## config.mk

```make
export PLATFORM = sky130hd
export DESIGN_NAME = spine_egress_buffer
export DESIGN_NICKNAME = d
export VERILOG_FILES = /design/src/rtl/spine_egress_buffer.sv
export SDC_FILE = /design/constraint.sdc
export NUM_CORES = 1
export LEC_CHECK = 0
export BUFFER_PORTS_ARGS = -buffer_cell sky130_fd_sc_hd__buf_2
export CELL_PAD_IN_SITES_DETAIL_PLACEMENT = 1
export CELL_PAD_IN_SITES_GLOBAL_PLACEMENT = 2
export CORE_ASPECT_RATIO = 0.9
export CORE_MARGIN = 2
export CORE_UTILIZATION = 46
export CTS_CLUSTER_SIZE = 24
export DETAILED_ROUTE_END_ITERATION = 6
export GPL_TIMING_DRIVEN = 1
export HOLD_SLACK_MARGIN = 0.03
export PLACE_DENSITY_LB_ADDON = 0.1
export SETUP_SLACK_MARGIN = 0.1
export SYNTH_ARGS = -nofsm -noshare
export SYNTH_HDL_FRONTEND = slang
export SYNTH_SLANG_ARGS = --single-unit
export TNS_END_PERCENT = 5
```

## constraint.sdc

```tcl
create_clock -name clk -period 5.9 [get_ports clk]
set_input_delay 0.59 -clock clk [delete_from_list [all_inputs] [get_ports clk]]
set_output_delay 0.59 -clock clk [all_outputs]
set_load 0.1 [all_outputs]
```

## src/rtl/spine_egress_buffer.sv

```systemverilog
// spine_egress_buffer: buffers flits from a valid-only router spine output port and
// presents them to the spine link with a valid/ready handshake. Storage is a
// DEPTH-entry circular buffer feeding one output register; total occupancy never
// exceeds DEPTH. Counts dropped flits and flags a link blocked for STALL_LIMIT cycles.
// Optional feature macro: SPINE_EGRESS_PARITY_EN (even parity check in, parity out).
module spine_egress_buffer #(
    parameter int unsigned DWIDTH      = 16,
    parameter int unsigned DEPTH       = 8,
    parameter int unsigned STALL_LIMIT = 64,
    parameter int unsigned ADDR_MSB    = 15
) (
    input  logic                     clk,
    input  logic                     reset,
    input  logic [DWIDTH-1:0]        rtr_in_data,
    input  logic                     rtr_in_valid,
`ifdef SPINE_EGRESS_PARITY_EN
    input  logic                     rtr_in_parity,
    output logic                     spine_out_parity,
`endif
    output logic [DWIDTH-1:0]        spine_out_data,
    output logic                     spine_out_valid,
    input  logic                     spine_out_ready,
    output logic [5:0]               spine_dest_addr,
    output logic [$clog2(DEPTH):0]   fifo_count,
    output logic                     fifo_full,
    output logic                     fifo_empty,
    output logic [7:0]               drop_count,
    output logic                     link_stall
);

    localparam int unsigned PtrW = $clog2(DEPTH);
    localparam int unsigned CntW = PtrW + 1;
    localparam logic [CntW-1:0] DepthC    = CntW'(DEPTH);
    localparam logic [7:0]      StallLimC = 8'(STALL_LIMIT);

    typedef enum logic [1:0] {StIdle, StSend, StStalled} state_e;

    state_e              state_q, state_d;
    logic [DWIDTH-1:0]   mem_q [DEPTH];
    logic [PtrW-1:0]     wr_ptr_q, wr_ptr_d;
    logic [PtrW-1:0]     rd_ptr_q, rd_ptr_d;
    logic [CntW-1:0]     count_q, count_d;
    logic [DWIDTH-1:0]   out_data_q, out_data_d;
    logic [7:0]          drop_q, drop_d;
    logic [7:0]          stall_q, stall_d;

    logic                out_valid, pop, push, drop, par_ok, load, load_valid, mem_we;
    logic [CntW-1:0]     buf_level;

    assign out_valid = (state_q != StIdle);

    // Datapath: accept/drop decision, output register refill, pointer and count update.
    always_comb begin
        pop        = out_valid && spine_out_ready;
`ifdef SPINE_EGRESS_PARITY_EN
        par_ok     = ((^rtr_in_data) == rtr_in_parity);
`else
        par_ok     = 1'b1;
`endif
        push       = rtr_in_valid && par_ok && ((count_q != DepthC) || pop);
        drop       = rtr_in_valid && !push;
        // Entries held behind the output register.
        buf_level  = count_q - CntW'(out_valid);
        load       = !out_valid || pop;
        load_valid = out_valid && !pop;
        out_data_d = out_data_q;
        rd_ptr_d   = rd_ptr_q;
        wr_ptr_d   = wr_ptr_q;
        mem_we     = push;
        if (load) begin
            if (buf_level != '0) begin
                out_data_d = mem_q[rd_ptr_q];
                rd_ptr_d   = rd_ptr_q + PtrW'(1);
                load_valid = 1'b1;
            end else if (push) begin
                // Empty bypass: the flit goes straight to the output register.
                out_data_d = rtr_in_data;
                load_valid = 1'b1;
                mem_we     = 1'b0;
            end
        end
        if (mem_we) begin
            wr_ptr_d = wr_ptr_q + PtrW'(1);
        end
        count_d = count_q + CntW'(push) - CntW'(pop);
        drop_d  = (drop && (drop_q != 8'hFF)) ? drop_q + 8'd1 : drop_q;
    end

    // Link FSM: idle / sending / stalled, with the blocked-cycle counter.
    always_comb begin
        state_d = state_q;
        stall_d = stall_q;
        case (state_q)
            StIdle: begin
                stall_d = '0;
                if (load_valid) state_d = StSend;
            end
            StSend: begin
                if (pop) begin
                    stall_d = '0;
                    state_d = load_valid ? StSend : StIdle;
                end else begin
                    stall_d = stall_q + 8'd1;
                    if (stall_d == StallLimC) state_d = StStalled;
                end
            end
            StStalled: begin
                if (pop) begin
                    stall_d = '0;
                    state_d = load_valid ? StSend : StIdle;
                end
            end
            default: begin
                state_d = StIdle;
                stall_d = '0;
            end
        endcase
    end

    // State and datapath registers with synchronous reset.
    always_ff @(posedge clk) begin
        if (reset) begin
            state_q    <= StIdle;
            wr_ptr_q   <= '0;
            rd_ptr_q   <= '0;
            count_q    <= '0;
            out_data_q <= '0;
            drop_q     <= '0;
            stall_q    <= '0;
        end else begin
            state_q    <= state_d;
            wr_ptr_q   <= wr_ptr_d;
            rd_ptr_q   <= rd_ptr_d;
            count_q    <= count_d;
            out_data_q <= out_data_d;
            drop_q     <= drop_d;
            stall_q    <= stall_d;
        end
    end

    // Buffer storage write; contents need no reset since pointers gate reads.
    always_ff @(posedge clk) begin
        if (!reset && mem_we) begin
            mem_q[wr_ptr_q] <= rtr_in_data;
        end
    end

`ifdef SPINE_EGRESS_PARITY_EN
    logic par_q, par_d;

    // Even parity of the output flit, registered alongside the data.
    always_comb begin
        par_d = load ? ^out_data_d : par_q;
    end

    // Parity register.
    always_ff @(posedge clk) begin
        if (reset) par_q <= 1'b0;
        else       par_q <= par_d;
    end

    assign spine_out_parity = par_q;
`endif

    assign spine_out_valid = out_valid;
    assign spine_out_data  = out_data_q;
    assign spine_dest_addr = out_data_q[ADDR_MSB -: 6];
    assign fifo_count      = count_q;
    assign fifo_full       = (count_q == DepthC);
    assign fifo_empty      = (count_q == '0);
    assign drop_count      = drop_q;
    assign link_stall      = (state_q == StStalled);

endmodule

```

# Yosys cells after proc, flatten, opt, wreduce, memory -nomap -nowiden
# Memory sizes are Yosys's and may differ from the RTL's. A register that Yosys moved wholly into a read port is not among the register bits.
# Cells that the tools add are included.
[classes]
eq_ne = 9
reduce_logical = 20
add_sub_neg = 7
n_mux = 20
[op_table]
columns = ["operator", "n"]
rows = [
  ["$mux 16", 2],
  ["$add 8x1->8 const B", 2],
  ["$mux 8", 2],
  ["$pmux 8 s2", 1],
  ["$eq 8x7->1 const B", 1],
  ["$mux 1", 8],
  ["$mux 2", 4],
  ["$ne 8x8->1 const B", 1],
  ["$sub 4x1->4", 2],
  ["$add 3x1->3 const B", 2],
  ["$logic_and 1x1->1", 6],
  ["$mux 3", 2],
  ["$pmux 2 s3", 1],
  ["$add 4x1->4", 1],
  ["$eq 4x4->1 const B", 1],
  ["$logic_not 1->1", 4],
  ["$logic_not 4->1", 1],
  ["$ne 4x4->1 const B", 1],
  ["$reduce_and 2->1", 2],
  ["$reduce_bool 2->1", 2],
  ["$reduce_bool 4->1", 1],
  ["$ne 3x3->1 const B", 1],
  ["$reduce_and 3->1", 1],
  ["$eq 2x1->1 const B", 1],
  ["5 further kinds", 6],
]
[totals]
wordCells = 64
inputBits = 20
reg_bits = 44
mem_bits_rw = 128
out_inout_bits = 38
n_memories = 1
[memory_table]
columns = ["name", "depth", "width", "rd", "rd_ports_with_merged_regs", "wr", "line", "source"]
rows = [
  ["mem_q", 8, 16, 1, 1, 1, "39", "logic [DWIDTH-1:0] mem_q [DEPTH];"],
]

# Logic depth before layout (Yosys ltp)
[logic_depth]
ltp_word = 10
depth_mapped = 10
ltp_nobuf = 10

# Least setup slack after synthesis
# Ideal clock, no wire load.
[synth_timing]
path_kind = "register to register"
start = "register count_q[1], in the netlist fifo_count[1]"
end = "memory mem_q[4][0] (enable)"
required_ns = 5.470
arrival_ns = 4.071
setup_slack_ns = 1.398
setup_time_ns = 0.430
synth_period_minus_slack_ns = 4.502
path_buffers = 1
stages_incl_launch_ff = 9
path_cell_list = "dfxtp_1 > inv_1 > ha_1 > and2b_1 > xnor2_1 > a21oi_2 > buf_4 > o211ai_1 > nor4_1"
[synth_via]
elab_chain_cells = 8
word_cells_on_any_way = 10
cone_classes = "add/sub (1); eq/ne (1); mux (4); reduce/logical (4)"
[synth_lines]
columns = ["element", "line", "source"]
rows = [
  ["from (decl)", "42", "logic [CntW-1:0] count_q, count_d;"],
  ["from (signal assigned)", "134", "count_q <= count_d;"],
  ["parallel branches: the longest is 4 deep, another holds $sub 4x1->4", "-", ""],
  ["$mux 1 *", "70", "if (load) begin"],
  ["$logic_and 1x1->1 *", "143", "if (!reset && mem_we) begin"],
  ["$mux 1 *", "143", ""],
  ["$mux 1 (implied by the code) *", "144", "mem_q[wr_ptr_q] <= rtr_in_data;"],
  ["to (decl)", "39", ""],
]
# Mark *: on every way between the ends.

# Worst setup path in the final report
[layout_timing]
start = "register count_q[1], in the netlist fifo_count[1]"
end = "memory mem_q[1][11] (enable)"
# The elaborated chain is that of the path after synthesis.

==> results.md <==
* CTS Hold Bufs at 0
* Hold Crit Class: in2reg
* Worst Hold Path EP: mem_q[3][7]
* Number of synthesized register bits at 175
* Main flop type after synthesis: edfxtp_1
* Clock Latency Late Sink at approximately 0.43 ns
* Iter 0 DRT Violations at just over 200
* H-tree Lvls at 4
* Rel. slew slack at 23.4%
* Die Width at around 140 um
* GR Util All Layers at 20.6%
* Setup TNS at 0 ns
* Initial Util at a little under half
* Antenna-violating nets left at 0
* Critical path type: reg2reg
* Clock root buffer: clkbuf_16
* Tmin final at 3.16 ns
* Syn Nets at 531
* FF-to-FF path depth at 9
* Final WL at 16400 um
* Gr ovfl total at 0
* Port-buffer cells at 57
* Final Hold Vio Count at 0
* Top-area cell type share of the netlist area at 52.0%
* Synth unique cells at 57
* ANT cells at 0
* Post-route DRC at 0
* Yosys Warn Count at 0
* Hold Path Origin: rtr_in_data[7]
* Post-route cell area at about 8400 um^2
* Final Skew at around 0.0098 ns
* First-pass GRT wire length at 26100 um
* Crit-path max FO at 22
* Die span in y at 124 um
* WP data arrival at 3.29 ns
* Synth Cell Area at 7390 um^2
* Routed length per instance at 21.2 um
* Max-cap viol count at 0
* Num ports at 58
* Synth area leaders: edfxtp_1 (52%), dfxtp_1 (13%), mux2i_1 (6.8%)
* Max stage delay on crit path at ~0.52 ns
* Total CTS buffers at 17
* Critical-path top delay cell: nor3_2
* Die ar. at 17100 um^2
* Core area at 15500 um^2
* Final setup margin at 2.74 ns
* Worst R2R Setup Slack at 2.74 ns
* Leading cell type in the layout, fill and taps excluded: edfxtp_1
* Final period util at a little over half
* Final #Nets at 589
* Post-synth EDFFs at 128
* Peak VDD IR at between 0.4 and 0.5 mV
* Pwr dens at 499 nW/um^2
* Worst setup EP type: flip-flop
* Via count at 4307
* Most frequent cells in the layout: edfxtp_1 (128), buf_2 (57), mux2i_1 (50), dfxtp_1 (46), nor2_1 (35)
* Hold Crit Depth at 1
* Crit Reg-Reg Endpoint: mem_q[1][11]
* Cell mode on critical path: buf_4
* Largest net degree at the start of global routing at 49
* Critical Path Source Type: flip-flop
* WP data required at 6.03 ns
* R2R Path Start: fifo_count[1]
* Setup Buffers After CTS at 0
* RSZ-0062 raised after global routing: no
* Delay-heaviest family, CP: buffers and inverters
* Worst-margin pin slew at roughly 1.1 ns
* Global placement routability congestion at 0.799
* Rows at 43
* Drt first pass iters at 4
* Synth-to-Final Area Change at 13.6%
* Initial antenna violation count at 0
* Post-DP HPWL at approximately 10000 um
* Vias in the first global route at 4597
* Finish-stage setup viols at 0
* Status: completed
* Gate Count Post-Synth at 497
* Clk sinks at between 150 and 200
* Critical path buffers and inverters at 3
* CTS clk-pin slew, worst paths at 0.06 ns
* Dpl cell area at 7860 um^2
* Worst slack, placed at 2.72 ns
* Post_cts resized at 0
* Peak Freq at 316 MHz
* Slew Limit Fails at 0
* Cell Chain, Critical Path: inv_1 -> ha_1 -> and2b_1 -> xnor2_1 -> a21oi_2 -> buf_4 -> o21ai_1 -> nor3_2 -> buf_4
* Mapped Avg Cell Area at 14.9 um^2
* Synth async-reset ratio at 0%
* Sequential fraction of the synthesis area at 64.8%
* Area leader, netlist: edfxtp_1
* Fraction of layout instances using a drive strength above 1 at 23.1%
* Vias/cell at ~5.6
* TritonCTS clock tree: done
* Max clock buf depth at 2
* Leakage at 0.00296 uW
## state kept, by name, summed over array words and instances, names as in the netlist, named ones only
register,flops
spine_out_data,16
rd_ptr_q,3
wr_ptr_q,3
stall_q,8
state_q,2
drop_count,8
fifo_count,4
mem_q,128
## stage by stage
| step | cells | hold WS (ns) | utilization [%] | power [uW] |
|---|---|---|---|---|
| 3_3_place_gp | 738 | 0.439 | 50.5 | 3170 |
| 6_report | 770 | 0.463 | 54.0 | 4190 |
| 4_1_cts | 770 | 0.451 | 54.0 | 4230 |
| 2_1_floorplan | 497 | 0.449 | - | 2920 |
| 5_1_grt | 770 | 0.475 | 54.0 | 4380 |
| 3_5_place_dp | 738 | 0.443 | 50.5 | 3190 |
## worst reg2reg max path: cells and delay by family, from the launching register on
kind / cells / cell delay, ns
XOR/XNOR: 1 / 0.15
buffers and inverters: 3 / 0.88
AO/OA/AOI/OAI: 2 / 0.40
adder cells (fa/ha/maj): 1 / 0.24
AND/OR/NAND/NOR: 2 / 0.69
flip-flops: 1 / 0.49
## final cells by class
class | instances | area, um^2
clock buffer | 20 | 437
fill | 1529 | 7160
multi-input combinational | 281 | 2400
timing repair buffer | 70 | 383
sequential | 175 | 4790
clock inverter | 12 | 95.1
inverter | 10 | 37.5
tap | 202 | 253
## Yosys cell counts, types with 10 or more instances
| library cell | count |
|---|---|
| inv_1 | 10 |
| o2bb2ai_1 | 16 |
| mux4_2 | 16 |
| nor2_1 | 35 |
| ha_1 | 13 |
| nor2b_1 | 22 |
| xnor2_1 | 15 |
| dfxtp_1 | 47 |
| a221oi_1 | 15 |
| edfxtp_1 | 128 |
| buf_4 | 12 |
| nand2_1 | 13 |
| mux2i_1 | 50 |
## worst max path at each step
stage | startpoint | to | slack (ns) | cells after the start
6_report | fifo_count[1] | mem_q[1][11] | 2.74 | 9
4_1_cts | fifo_count[1] | mem_q[1][14] | 2.69 | 9
5_1_grt | fifo_count[1] | mem_q[1][10] | 2.50 | 9
3_3_place_gp | fifo_count[1] | mem_q[1][11] | 2.83 | 9
3_5_place_dp | fifo_count[1] | mem_q[1][11] | 2.72 | 9
2_1_floorplan | fifo_count[1] | mem_q[4][0] | 1.40 | 8
## per-layer routing
metal	vias up	GRT usage [%]	share of wire, %
met5	-	0	0
met4	0	6.61	1.6
met3	25	5.01	4.0
met2	96	33.1	49
met1	2179	27.4	45
li1	2007	-	-
## kinds of logic (layout without fill, tap and decap cells)
group	after synthesis	after routing	share of synthesized area, %
XOR/XNOR	19	19	2.25
flip-flops	175	175	64.8
multiplexers	68	68	12.0
AO/OA/AOI/OAI	69	69	7.20
adder cells (fa/ha/maj)	14	14	2.47
AND/OR/NAND/NOR	111	111	8.18
buffers and inverters	41	112	3.15
## report_power, final
part / internal, uW / total [uW] / leakage [uW] / switching (uW)
Combinational: 427 / 1550 / 0.00116 / 1120
Sequential: 1450 / 1610 / 0.00154 / 164
Clock: 575 / 1030 / 0.000259 / 453
No activity file was read; power rests on OpenSTA's default activity.
